File: config.mk
export PLATFORM = sky130hd
export DESIGN_NAME = instr_fetch_unit
export DESIGN_NICKNAME = d
export VERILOG_FILES = /design/src/rtl/rv32i_pkg.sv /design/src/rtl/fetch_timeout_ctr.sv /design/src/rtl/instr_fetch_unit.sv
export SDC_FILE = /design/constraint.sdc
export NUM_CORES = 1
export LEC_CHECK = 0
export ABC_AREA = 1
export BUFFER_PORTS_ARGS = -buffer_cell sky130_fd_sc_hd__buf_2
export CAP_MARGIN = 20
export CORE_MARGIN = 8
export CORE_UTILIZATION = 48
export CTS_BUF_LIST = sky130_fd_sc_hd__clkbuf_4
export DETAILED_ROUTE_END_ITERATION = 10
export PLACE_DENSITY = 0.81
export SLEW_MARGIN = 20
export SYNTH_ARGS = -nofsm -noshare
export SYNTH_HDL_FRONTEND = slang
export SYNTH_SLANG_ARGS = --single-unit
export TNS_END_PERCENT = 100
File: constraint.sdc
create_clock -name clk -period 2.1 [get_ports clk]
set_input_delay 0.21 -clock clk [delete_from_list [all_inputs] [get_ports clk]]
set_output_delay 0.21 -clock clk [all_outputs]
set_load 0.1 [all_outputs]
File: src/rtl/rv32i_pkg.sv
// Shared RV32I fetch definitions: the fetch FSM state type and the instruction
// words that the fetch path treats specially (reset NOP and default halt word).
package rv32i_pkg;

    typedef enum logic [1:0] {
        FS_IDLE   = 2'd0,
        FS_WAIT   = 2'd1,
        FS_DONE   = 2'd2,
        FS_HALTED = 2'd3
    } fetch_state_e;

    localparam logic [31:0] NOP_INSTR      = 32'h0000_0013;
    localparam logic [31:0] HALT_INSTR_DEF = 32'h0000_0073;

    function automatic logic is_word_aligned(input logic [1:0] addr_lsbs);
        return addr_lsbs == 2'b00;
    endfunction

endpackage

File: src/rtl/fetch_timeout_ctr.sv
// WAIT-cycle counter for the fetch unit; flags the last permitted cycle of a
// memory wait so the FSM can abort the fetch on that edge.
module fetch_timeout_ctr #(
    parameter int TIMEOUT_CYC = 16
) (
    input  logic clk,
    input  logic rst_n,
    input  logic clr,
    input  logic inc,
    output logic last_cycle
);
    localparam int CW = $clog2(TIMEOUT_CYC + 1);

    logic [CW-1:0] count_q, count_d;

    always_comb begin
        count_d = count_q;
        if (clr) begin
            count_d = '0;
        end else if (inc) begin
            count_d = count_q + 1'b1;
        end
    end

    always_ff @(posedge clk or negedge rst_n) begin
        if (!rst_n) begin
            count_q <= '0;
        end else begin
            count_q <= count_d;
        end
    end

    // True during the WAIT cycle whose increment would reach TIMEOUT_CYC.
    assign last_cycle = (count_q == CW'(TIMEOUT_CYC - 1));

endmodule

File: src/rtl/instr_fetch_unit.sv
// Instruction fetch unit: one memory read per fetch request, halt/fault detection.
// Optional wait timeout is compiled in with `define FETCH_TIMEOUT_EN.
module instr_fetch_unit
    import rv32i_pkg::*;
#(
    parameter int          TIMEOUT_CYC = 16,
    parameter logic [31:0] HALT_INSTR  = HALT_INSTR_DEF
) (
    input  logic        clk,
    input  logic        rst_n,
    input  logic        instrfetch,
    input  logic [31:0] pc,
    input  logic        imem_ready,
    input  logic [31:0] imem_rdata,
    output logic        imem_req,
    output logic [31:0] imem_addr,
    output logic [31:0] instr,
    output logic        instr_fetched,
    output logic        halt,
    output logic        fetch_fault
);
    fetch_state_e state_q, state_d;
    logic         req_q, req_d;
    logic [31:0]  addr_q, addr_d;
    logic [31:0]  instr_q, instr_d;
    logic         fetched_q, fetched_d;
    logic         halt_q, halt_d;
    logic         fault_q, fault_d;
    logic         timeout_hit;

    if (TIMEOUT_CYC < 1) begin : g_bad_cfg
        $error("instr_fetch_unit: TIMEOUT_CYC must be at least 1");
    end

`ifdef FETCH_TIMEOUT_EN
    fetch_timeout_ctr #(.TIMEOUT_CYC(TIMEOUT_CYC)) u_timeout (
        .clk        (clk),
        .rst_n      (rst_n),
        .clr        ((state_q == FS_IDLE) && instrfetch && is_word_aligned(pc[1:0])),
        .inc        ((state_q == FS_WAIT) && !imem_ready),
        .last_cycle (timeout_hit)
    );
`else
    assign timeout_hit = 1'b0;
`endif

    always_comb begin
        state_d   = state_q;
        req_d     = req_q;
        addr_d    = addr_q;
        instr_d   = instr_q;
        fetched_d = 1'b0;
        halt_d    = halt_q;
        fault_d   = fault_q;
        case (state_q)
            FS_IDLE: begin
                if (instrfetch) begin
                    if (is_word_aligned(pc[1:0])) begin
                        addr_d  = pc;
                        req_d   = 1'b1;
                        state_d = FS_WAIT;
                    end else begin
                        fault_d = 1'b1;
                        halt_d  = 1'b1;
                        state_d = FS_HALTED;
                    end
                end
            end
            FS_WAIT: begin
                if (imem_ready) begin
                    instr_d = imem_rdata;
                    req_d   = 1'b0;
                    // A request withdrawn mid-wait still lands the word but is not reported.
                    if (instrfetch) begin
                        fetched_d = 1'b1;
                        halt_d    = halt_q | (imem_rdata == HALT_INSTR);
                        state_d   = FS_DONE;
                    end else begin
                        state_d = FS_IDLE;
                    end
                end else if (timeout_hit) begin
                    fault_d = 1'b1;
                    halt_d  = 1'b1;
                    req_d   = 1'b0;
                    state_d = FS_HALTED;
                end
            end
            FS_DONE: begin
                state_d = (instr_q == HALT_INSTR) ? FS_HALTED : FS_IDLE;
            end
            default: begin
                req_d = 1'b0;
            end
        endcase
    end

    always_ff @(posedge clk or negedge rst_n) begin
        if (!rst_n) begin
            state_q   <= FS_IDLE;
            req_q     <= 1'b0;
            addr_q    <= '0;
            instr_q   <= NOP_INSTR;
            fetched_q <= 1'b0;
            halt_q    <= 1'b0;
            fault_q   <= 1'b0;
        end else begin
            state_q   <= state_d;
            req_q     <= req_d;
            addr_q    <= addr_d;
            instr_q   <= instr_d;
            fetched_q <= fetched_d;
            halt_q    <= halt_d;
            fault_q   <= fault_d;
        end
    end

    assign imem_req      = req_q;
    assign imem_addr     = addr_q;
    assign instr         = instr_q;
    assign instr_fetched = fetched_q;
    assign halt          = halt_q;
    assign fetch_fault   = fault_q;

endmodule

# Word level (Yosys, flattened, before mapping)
# Index checks and enable logic that the tools add are counted.
[word_totals]
ff_bits = 70
inputBits = 68
output_inout_bits = 68
word_cells = 47
[op_classes]
eq_ne = 9
muxes = 18
bitwise_logic = 3
reduce_logical = 10
[op_table]
columns = ["cell", "count"]
rows = [
  ["equality test 32 x 7 -> 1 bit (second input constant)", 2],
  ["two-way mux 1 bit", 10],
  ["two-way mux 2 bit", 5],
  ["!= test 2 bit (second input constant)", 5],
  ["AND reduction 3 bit", 3],
  ["one-hot mux 2 bit (3 select lines)", 1],
  ["AND reduction 5 bit", 1],
  ["logical NOT 2 bit", 2],
  ["AND reduction 4 bit", 1],
  ["one-hot mux 1 bit (3 select lines)", 1],
  ["nonzero test 3 bit", 1],
  ["equality test 2 x 1 -> 1 bit (second input constant)", 1],
  ["equality test 2 bit (second input constant)", 1],
  ["inverter 1 bit", 2],
  ["one-hot mux 1 bit (2 select lines)", 1],
  ["AND reduction 2 bit", 1],
  ["nonzero test 2 bit", 1],
  ["OR 1 bit", 1],
]

# Logic depth before layout (Yosys ltp)
# Gate-level depths: netlist (run 1).
[depth]
ltp_word = 5
mapped_depth = 9
depth_no_buf = 9

# Worst setup path before layout (run 1)
# Ideal clock, no wire load.
[synth_path]
path_type = "reg-to-reg"
start = "register instr_q[20], in the netlist instr[20]"
end = "register state_q[1]"
t_arrival_ps = 1437
required_time_ps = 1984
slack_ps = 547
path_stages_with_launch = 10
cell_sequence = "dfrtp_1 > inv_1 > nand2_1 > nor2_1 > nand2_1 > nor2_1 > nand3_1 > nand2_1 > nand2_1 > nand2_1"
[synth_via]
elab_chain_cells = 3
[synth_rtl]
columns = ["item", "line_no", "text"]
rows = [
  ["from (decl)", "instr_fetch_unit.sv:25", "logic [31:0] instr_q, instr_d;"],
  ["from (signal assigned)", "instr_fetch_unit.sv:110", "instr_q <= instr_d;"],
  ["equality test 32 x 7 -> 1 bit", "instr_fetch_unit.sv:89", "state_d = (instr_q == HALT_INSTR) ? FS_HALTED : FS_IDLE;"],
  ["two-way mux 2 bit", "instr_fetch_unit.sv:89", ""],
  ["one-hot mux 2 bit (3 select lines)", "instr_fetch_unit.sv:55", "case (state_q)"],
  ["to (signal assigned)", "instr_fetch_unit.sv:107", "state_q <= state_d;"],
  ["to (decl)", "instr_fetch_unit.sv:22", "fetch_state_e state_q, state_d;"],
]
# No other way between the ends.
# A chain may end at the register's enable or synchronous reset.

# Worst setup path in the final report (run 1)
[layout_path]
start = "register state_q[0]"
end = "register addr_q[18], in the netlist imem_addr[18]"
[layout_via]
elab_chain_cells = 2
[layout_rtl]
columns = ["item", "line_no", "text"]
rows = [
  ["logical NOT 2 bit", "instr_fetch_unit.sv:55", ""],
  ["AND reduction 3 bit (no line)", "n/a", ""],
  ["to (signal assigned)", "instr_fetch_unit.sv:109", "addr_q <= addr_d;"],
  ["to (decl)", "instr_fetch_unit.sv:24", "logic [31:0] addr_q, addr_d;"],
]
# No other way between the ends.

==> flow_summary.json, run 1 <==
{
  "tns_ns": 0,
  "drt-wirelength-per-cell_um": 14.7,
  "syn-mean-instance-area_sq_um": 8.81,
  "wirelength_mm": 8.56,
  "max-cap-violations": 0,
  "area_delta_synth_final_pct": 37.2,
  "maxSlewHeadroom": 0.670,
  "drv_slew": 0,
  "gr-total-overflow": 0,
  "yosys-top-cells-area": "dfrtp_1, nand2_1, mux2_2",
  "drcViolationCount": 0,
  "critical_path_class": "register to register",
  "cp_max_fo": 32,
  "path_buf_inv": 3,
  "status": "completed",
  "finalCritPeriodShare": 0.809,
  "dieHeight_um": 95.1,
  "place_ws_ns": 0.433,
  "startpoint_type": "register",
  "start_util": 0.484,
  "grt_pass1_wl_mm": 13.8,
  "crit_path_cell_trace": "inv_1 > ha_1 > inv_1 > nor2_1 > nand2_1 > inv_2 > nand2_1 > nand2_1",
  "worst_path_most_repeated_cell": "nand2_1",
  "grt_pass1_vias": 2903,
  "slowest_delay_ns": 0.42,
  "power.density_nw_per_um2": 614,
  "io_pins": 136,
  "post-cts-setup-buffers": 0,
  "syn_inst": 341,
  "synth_area_sq_um": 3000,
  "cts_buffer_depth": 2,
  "worst_slack_ns": 0.402,
  "p_leak_nw": 2.48,
  "drive_gt1_frac": 0.351,
  "yosysTopAreaCellShare": 0.558,
  "clock-root-buffer": "clkbuf_4",
  "power_mw": 2.53,
  "io_buffer_count": 135,
  "finalSetupViolCount": 0,
  "path_clk_slew_ns": 0.11,
  "rows": 29,
  "synth.net_count": 413,
  "finClkSkew_ns": 0.0131,
  "rsz0062_at_grt": "no",
  "synth_top_area_cell": "dfrtp_1",
  "arrival_ns": 2.03,
  "slowest_stage": "dfrtp_1",
  "diodes": 0,
  "cp-end-kind": "register",
  "h-tree-depth": 3,
  "nNetsFinal": 574,
  "viasPerCell": 4.76,
  "grt_usage": 0.195,
  "dieArea_sq_um": 9050,
  "dr.pass1.iters": 7,
  "grt_max_degree": 46,
  "critPathTopFamily": "buffers and inverters",
  "antenna_found_initial": 0,
  "hold_path_class": "input port to register",
  "place.gp.congestion": 0.849,
  "cts_hold_buf": 21,
  "final_antenna_net_count": 0,
  "cts_tree": "built",
  "die_x_um": 95.1,
  "yosysSeqAreaShare": 0.584,
  "yosys_register_bits": 70,
  "via_count": 2779,
  "core_sq_um": 6200,
  "hpwl_mm": 6.17,
  "cts.sinks": 70,
  "cts_resized": 0,
  "timing.final.hold_violations": 0,
  "drt_iter0_drc": 93,
  "fin_crit_ns": 1.70,
  "ys_warn_count": 0,
  "vdd_ir_drop_max_v": 0.000459,
  "clock_latency_ns": 0.40,
  "numCtsBuffers": 9,
  "fmax_ghz": 0.589,
  "required_ns": 2.43,
  "tightest_slew_ns": 0.495,
  "synth.distinct_cells": 22
}
==> registers in the layout (all words and copies together) (netlist names) <==
| name | flops |
|---|---|
| halt | 1 |
| state_q | 2 |
| instr_fetched | 1 |
| fetch_fault | 1 |
| imem_req | 1 |
| imem_addr | 32 |
| instr | 32 |
==> metrics by stage <==
step | hold WS, ns | util | instances | area (sq um)
after floorplan | -0.0856 | - | 341 | 3000
after global placement | 0.201 | 0.607 | 546 | 3760
after detailed placement | 0.205 | 0.607 | 546 | 3760
after CTS | 0.000152 | 0.663 | 583 | 4110
after global routing | 0.00647 | 0.664 | 584 | 4120
final | 0.0185 | 0.664 | 584 | 4120
==> kinds of logic after synthesis <==
logic type	share of synthesized area
compound gates	0.0337
buf+inv	0.0583
mux	0.0637
simple gates	0.243
fa+ha+maj	0.0167
flops	0.584
==> synth_stat cells <==
master,number
a21boi_1,1
a21oi_1,6
a31oi_1,1
buf_2,5
buf_4,2
clkbuf_1,4
dfrtp_1,67
dfstp_2,3
ha_1,4
inv_1,30
inv_2,2
mux2_2,17
nand2_1,138
nand2_2,1
nand3_1,5
nand3b_1,1
nand4_1,3
nor2_1,37
nor3_1,2
o21ai_0,10
o21bai_1,1
or2_1,1
==> where the power goes <==
part,switching (mW),total (mW),internal (mW)
registers,0.00949,1.37,1.36
logic,0.209,0.306,0.0966
clock network,0.475,0.850,0.375
total,0.694,2.53,1.84
==> layer usage <==
layer / GRT usage / part of all wire / vias up
li1: - / - / 1365
met1: 0.235 / 0.42 / 1284
met2: 0.310 / 0.47 / 126
met3: 0.0811 / 0.11 / 4
met4: 0.0598 / 0.0050 / 0
met5: 0 / 0 / -
==> cells in the final DEF, fill, tap and decap left out, drive strengths merged, types with 5 or more instances in the layout <==
cell type / n
dfrtp: 67
nand3: 5
dlygate4sd3: 22
nor2: 37
inv: 32
o21ai: 10
buf: 139
clkbuf: 10
clkinv: 5
a21oi: 6
mux2: 17
nand2: 139
==> path summary, 6_finish.rpt <==
check | slack (ns) | end | depth (start not counted) | from
setup reg to reg | 0.40 | imem_addr[18] | 8 | state_q[0]
min in group asynchronous | 0.30 | imem_addr[26] | 2 | rst_n
setup / recovery | 0.40 | imem_addr[18] | 8 | state_q[0]
hold reg to reg | 0.49 | halt | 2 | halt
hold / removal | 0.02 | imem_addr[29] | 3 | pc[29]
max in group asynchronous | 1.09 | instr[27] | 3 | rst_n
==> final cells by class <==
class                      count  area (sq um)
sequential                    70          1760
tap                           77          96.3
inverter                      32           120
clock buffer                  10          75.1
clock inverter                 6          62.6
multi-input combinational    228          1070
timing repair buffer         161           938
fill                         496          2080
==> worst reg2reg max path, cell delays in order, from the launching register on <==
cell and delay, ns:
dfrtp_1 0.42, inv_1 0.11, ha_1 0.22, inv_1 0.07, nor2_1 0.13, nand2_1 0.10
inv_2 0.38, nand2_1 0.13, nand2_1 0.09
(Power assumes the default switching activity.)
==> run 2, diff against run 1 <==
Settings changed: ABC_AREA 1 to 0, PLACE_DENSITY 0.81 to 0.82.
Clock period 2.1 ns to 1.66 ns, I/O delays scaled along.
==> run 2 against run 1 <==
  * Non-clock buffer count is 38 higher
  * Sequential cell count is the same
  * Utilization increased by 9.1 points
  * First-iteration DRC count grew 14%
  * Clock skew fell by 0.0040 ns
  * Synthesized cell count fell by 44%
  * Critical path depth shrank 2
  * Cell area increased by 7.9%
  * Highest routed layer unchanged
==> flow_summary.json, run 2 <==
{
  "synth_edf_count": 0,
  "fmax_ghz": 0.633,
  "dieHeight_um": 93.6,
  "core_sq_um": 5890,
  "fillers": 374,
  "place_ws_ns": 0.0120,
  "yosys_register_bits": 70,
  "hold_path_class": "input port to register",
  "yosysTopAreaCellShare": 0.580,
  "critical_path_class": "register to register",
  "clock_latency_ns": 0.39,
  "grt_usage": 0.205,
  "final_antenna_net_count": 0,
  "antenna_found_initial": 0,
  "path_clk_slew_ns": 0.10,
  "status": "completed",
  "ys_warn_count": 0,
  "drt-wirelength-per-cell_um": 18.6,
  "yosysSeqAreaShare": 0.607,
  "gr-total-overflow": 0,
  "synth.distinct_cells": 34,
  "finalCritPeriodShare": 0.952,
  "arrival_ns": 1.87,
  "wl_met2_mm": 4.54,
  "hpwl_mm": 5.71,
  "tightest_slew_ns": 0.508,
  "synth_commonest_cells": "dfrtp_1, mux2_2, nor4_1",
  "nNetsFinal": 467,
  "cts_tree": "built",
  "viasPerCell": 5.07,
  "maxSlewHeadroom": 0.664,
  "numCtsBuffers": 9,
  "synth_ff_type": "dfrtp_1",
  "grt_max_degree": 71,
  "grt_pass1_vias": 2732,
  "cp_max_fo": 16,
  "worst_slack_ns": 0.0798,
  "drt_iter0_drc": 106,
  "rows": 28,
  "place.gp.congestion": 0.743,
  "drive_gt1_frac": 0.620,
  "start_util": 0.491,
  "dieArea_sq_um": 8760,
  "rrSetupSlack_ns": 0.08,
  "ff_latch_area_sq_um": 1800,
  "stdcell_area_sq_um": 4450,
  "clock-root-buffer": "clkbuf_4",
  "synth_area_sq_um": 2890,
  "syn_inst": 191,
  "startpoint_type": "register",
  "timing.final.hold_violations": 0,
  "dr.pass1.iters": 5,
  "via_count": 2408,
  "top_layer": "met4",
  "reg2reg_depth": 6,
  "io_buffer_count": 135,
  "synth_top_area_cell": "dfrtp_1",
  "final_common_cell": "buf_2",
  "h-tree-depth": 3,
  "cp-end-kind": "register",
  "min_path_cells": 2,
  "io_pins": 136,
  "wirelength_mm": 8.83,
  "finClkSkew_ns": 0.00909,
  "yosys-top-cells-area": "dfrtp_1, mux2_2, dfstp_2",
  "final_cell_mix": "buf_2, mux2_2, dlygate4sd3_1",
  "drv_slew": 0,
  "rsz0062_at_grt": "yes",
  "multi_input_area_sq_um": 1090,
  "fin_crit_ns": 1.58,
  "die_x_um": 93.6,
  "wl_met3_um": 704,
  "syn-mean-instance-area_sq_um": 15.1,
  "wl_met1_mm": 3.42,
  "required_ns": 1.95,
  "grt_pass1_wl_mm": 13.9,
  "cts_buffer_depth": 2,
  "ys_async_sr_fraction": 1.00,
  "finalSetupViolCount": 0,
  "yosysMostFrequentCell": "dfrtp_1",
  "synth.net_count": 263,
  "max-cap-violations": 0,
  "diodes": 0,
  "area_delta_synth_final_pct": 53.7,
  "drcViolationCount": 0,
  "cts.sinks": 70,
  "placed_area_sq_um": 3730
}
==> run 2: cell types whose count changed after synthesis, sizes merged, moves of 8 or more <==
| cell | delta |
|---|---|
| nor4 | +10 |
| mux2 | +46 |
| nor2 | -32 |
| nand2 | -135 |
| inv | -30 |
| o21ai | -8 |
==> run 2: per-layer routing <==
| metal | GRT usage | vias up |
|---|---|---|
| met5 | 0 | - |
| met4 | 0.0911 | 0 |
| met3 | 0.0697 | 15 |
| met2 | 0.352 | 104 |
| met1 | 0.225 | 1172 |
| li1 | - | 1117 |
==> run 2: path summary, 6_finish.rpt <==
path,startpoint,end
max,state_q[0],imem_addr[2]
min reg2reg,halt,halt
max reg2reg,state_q[0],imem_addr[2]
min in group asynchronous,rst_n,imem_addr[0]
max in group asynchronous,rst_n,instr[25]
min,imem_rdata[27],instr[27]
==> run 2: critical path, stage by stage, from the launching register on <==
cell       delay (ns)
dfrtp_1          0.42
inv_1            0.09
ha_1             0.17
nand2_1          0.09
nor2_4           0.15
clkbuf_16        0.21
mux2_2           0.34
==> run 2: logic make-up after synthesis <==
kind of cell    share of synthesized area
mux                                 0.245
simple gates                       0.0861
buf+inv                            0.0195
fa+ha+maj                          0.0173
compound gates                     0.0247
flops                               0.607
==> run 2: layout make-up <==
cell class,count,area share
clock inverter,7,0.00704
multi-input combinational,113,0.245
tap,75,0.0211
inverter,2,0.00169
timing repair buffer,199,0.306
clock buffer,9,0.0152
sequential,70,0.404
==> run 2: stage by stage <==
step	hold slack [ns]	cells	util	TNS, ns
floorplan	-0.130	191	-	0
global placement	0.217	400	0.634	0
detailed placement	0.217	400	0.634	0
CTS	0.0000152	470	0.743	0
global route	0.00132	475	0.755	-0.00235
finish	0.0362	475	0.755	0
==> run 2: what timing repair did <==
action / CTS / global route
endpoints found under the hold margin: 120 / 3
pin swaps: 0 / 2
resized for setup: 1 / 3
hold buffers: 54 / 3
endpoints found under the setup margin: 1 / 31
gates cloned: 0 / 1
setup buffers: 0 / 1
Power of run 2 is not shown: default switching activity piles up to over one toggle a cycle in this logic, so the estimate is an artifact.
==> run 3, diff against run 2 <==
Settings changed: CORE_MARGIN 8 to 1.5, SYNTH_HIERARCHICAL set to 1.
==> run 3 against run 2 <==
  * Cell count shrank 1.3%
  * Cell area is 0.14% higher
  * Synthesized cell count unchanged
  * First-iteration DRC count fell by 42%
  * Global-route usage rose by 2.9 points
  * Sequential share of layout area down 0.057 points
  * Sequential cell count unchanged
  * Setup slack better by 0.0035 ns
  * Hold slack got worse by 0.0078 ns
  * Largest cell class unchanged
==> flow_summary.json, run 3 <==
{
  "status": "completed",
  "drt-wirelength-per-cell_um": 15.6,
  "synth_area_sq_um": 2890,
  "arrival_ns": 1.86,
  "diodes": 0,
  "rsz0062_at_grt": "no",
  "wirelength_mm": 7.32,
  "core_sq_um": 5850,
  "cp_max_fo": 32,
  "drv_slew": 0,
  "syn_inst": 191,
  "clock-root-buffer": "clkbuf_4",
  "final_antenna_net_count": 0,
  "synth.net_count": 263,
  "cts_tree": "built",
  "finClkSkew_ns": 0.0196,
  "via_count": 2355,
  "synth.distinct_cells": 34,
  "synth_ff_type": "dfrtp_1",
  "grt_usage": 0.234,
  "drcViolationCount": 0,
  "ys_async_sr_fraction": 1.00,
  "drive_gt1_frac": 0.645,
  "yosys_register_bits": 70,
  "tightest_slew_ns": 0.498,
  "clock_latency_ns": 0.40,
  "synth-xor-area-share": 0,
  "critical_path_class": "register to register",
  "ys_warn_count": 6,
  "timing.final.hold_violations": 0,
  "synthAdderAreaFrac": 0.0173,
  "finalCritPeriodShare": 0.950,
  "reg2reg_from": "state_q[1]",
  "tns_ns": 0,
  "synth_commonest_cells": "dfrtp_1, mux2_2, nor4_1",
  "rows": 28,
  "path_clk_slew_ns": 0.11,
  "dieArea_sq_um": 6500,
  "grt_pass1_wl_mm": 11.3,
  "viasPerCell": 5.02,
  "syn-mean-instance-area_sq_um": 15.1,
  "drt_iter0_drc": 62,
  "finalSetupViolCount": 0,
  "synth_edf_count": 0,
  "yosys-top-cells-area": "dfrtp_1, mux2_2, dfstp_2",
  "worst_hold_slack_ns": 0.0283,
  "antenna_found_initial": 0,
  "cts_buffer_depth": 2,
  "gr-total-overflow": 0,
  "synth_simple_gate_area_frac": 0.0861,
  "io_buffer_count": 135,
  "startpoint_type": "register",
  "reg2reg_depth": 6,
  "nNetsFinal": 461,
  "max-cap-violations": 0,
  "hpwl_mm": 4.93,
  "place.gp.congestion": 0.709,
  "startpoint": "state_q[1]",
  "maxSlewHeadroom": 0.670,
  "required_ns": 1.95,
  "fin_util": 0.761,
  "numCtsBuffers": 9,
  "dr.pass1.iters": 4,
  "cp-end-kind": "register",
  "rrSetupSlack_ns": 0.08,
  "final_common_cell": "buf_2",
  "dieHeight_um": 80.6,
  "yosysMostFrequentCell": "dfrtp_1",
  "cts.sinks": 70,
  "synth_top_area_cell": "dfrtp_1",
  "h-tree-depth": 3,
  "fmax_ghz": 0.634,
  "yosysSeqAreaShare": 0.607,
  "synthMuxAreaShare": 0.245,
  "io_pins": 136,
  "min_path_cells": 2,
  "area_delta_synth_final_pct": 54.0,
  "die_x_um": 80.6,
  "synth_compound_area_frac": 0.0247,
  "synth_top_family_by_area": "multiplexers",
  "grt_pass1_vias": 2468,
  "start_util": 0.494,
  "grt_max_degree": 33,
  "hold_end": "instr[27]",
  "final_cell_mix": "buf_2, mux2_2, dlygate4sd3_1",
  "fin_crit_ns": 1.58,
  "hp-start": "imem_rdata[27]",
  "r2r_end": "imem_addr[28]",
  "yosysTopAreaCellShare": 0.580,
  "hold_path_class": "input port to register"
}
[run 3: cell counts after synthesis]
Identical to the previous run, type by type.
[run 3: metrics by stage]
stage,setup slack (ns),instances,instance area (sq um)
global route,0.0145,469,4450
floorplan,0.00967,191,2930
CTS,0.000899,466,4410
detailed placement,0.0726,401,3740
global placement,0.114,401,3740
finish,0.0833,469,4450
[run 3: timing repair]
| action | CTS | global route |
|---|---|---|
| gates resized for setup | 0 | 6 |
| buffers inserted | 0 | 1 |
| endpoints found under the setup margin | 0 | 24 |
| hold endpoints to repair | 64 | 2 |
| hold buffers | 49 | 2 |
[run 3: cell families (layout without fill, tap and decap cells)]
group | Yosys count | after routing
buffers and inverters | 8 | 211
AOI/OAI and AO/OA | 9 | 9
DFF | 70 | 70
muxes | 63 | 63
and+or+nand+nor | 37 | 37
adders and majority gates | 4 | 4
[run 3: final cells by class]
cell class | count | area, sq um
tap | 75 | 93.8
timing repair buffer | 193 | 1280
inverter | 2 | 7.51
fill | 385 | 1400
sequential | 70 | 1800
clock inverter | 7 | 113
clock buffer | 9 | 67.6
multi-input combinational | 113 | 1090
[run 3: per-layer routing]
| metal | GRT usage | wire length [um] |
|---|---|---|
| met5 | 0 | 0 |
| met3 | 0.0602 | 507 |
| met4 | 0.0966 | 66 |
| met1 | 0.268 | 3020 |
| met2 | 0.414 | 3730 |
[run 3: worst max path at each step]
stage	end	slack, ns	cells past startpoint
floorplan	state_q[0]	0.01	4
global placement	state_q[1]	0.11	6
detailed placement	state_q[1]	0.07	6
CTS	instr[1]	0.0009	1
global route	imem_addr[15]	0.01	6
finish	imem_addr[28]	0.08	6
[run 3: critical path, stage by stage (launching register included)]
cell and delay (ns):
dfrtp_1 0.43, inv_1 0.10, ha_1 0.17, nand2_1 0.09, nor2_4 0.13, buf_12 0.21, mux2_2 0.36
Power of run 3 is left out for the same reason.
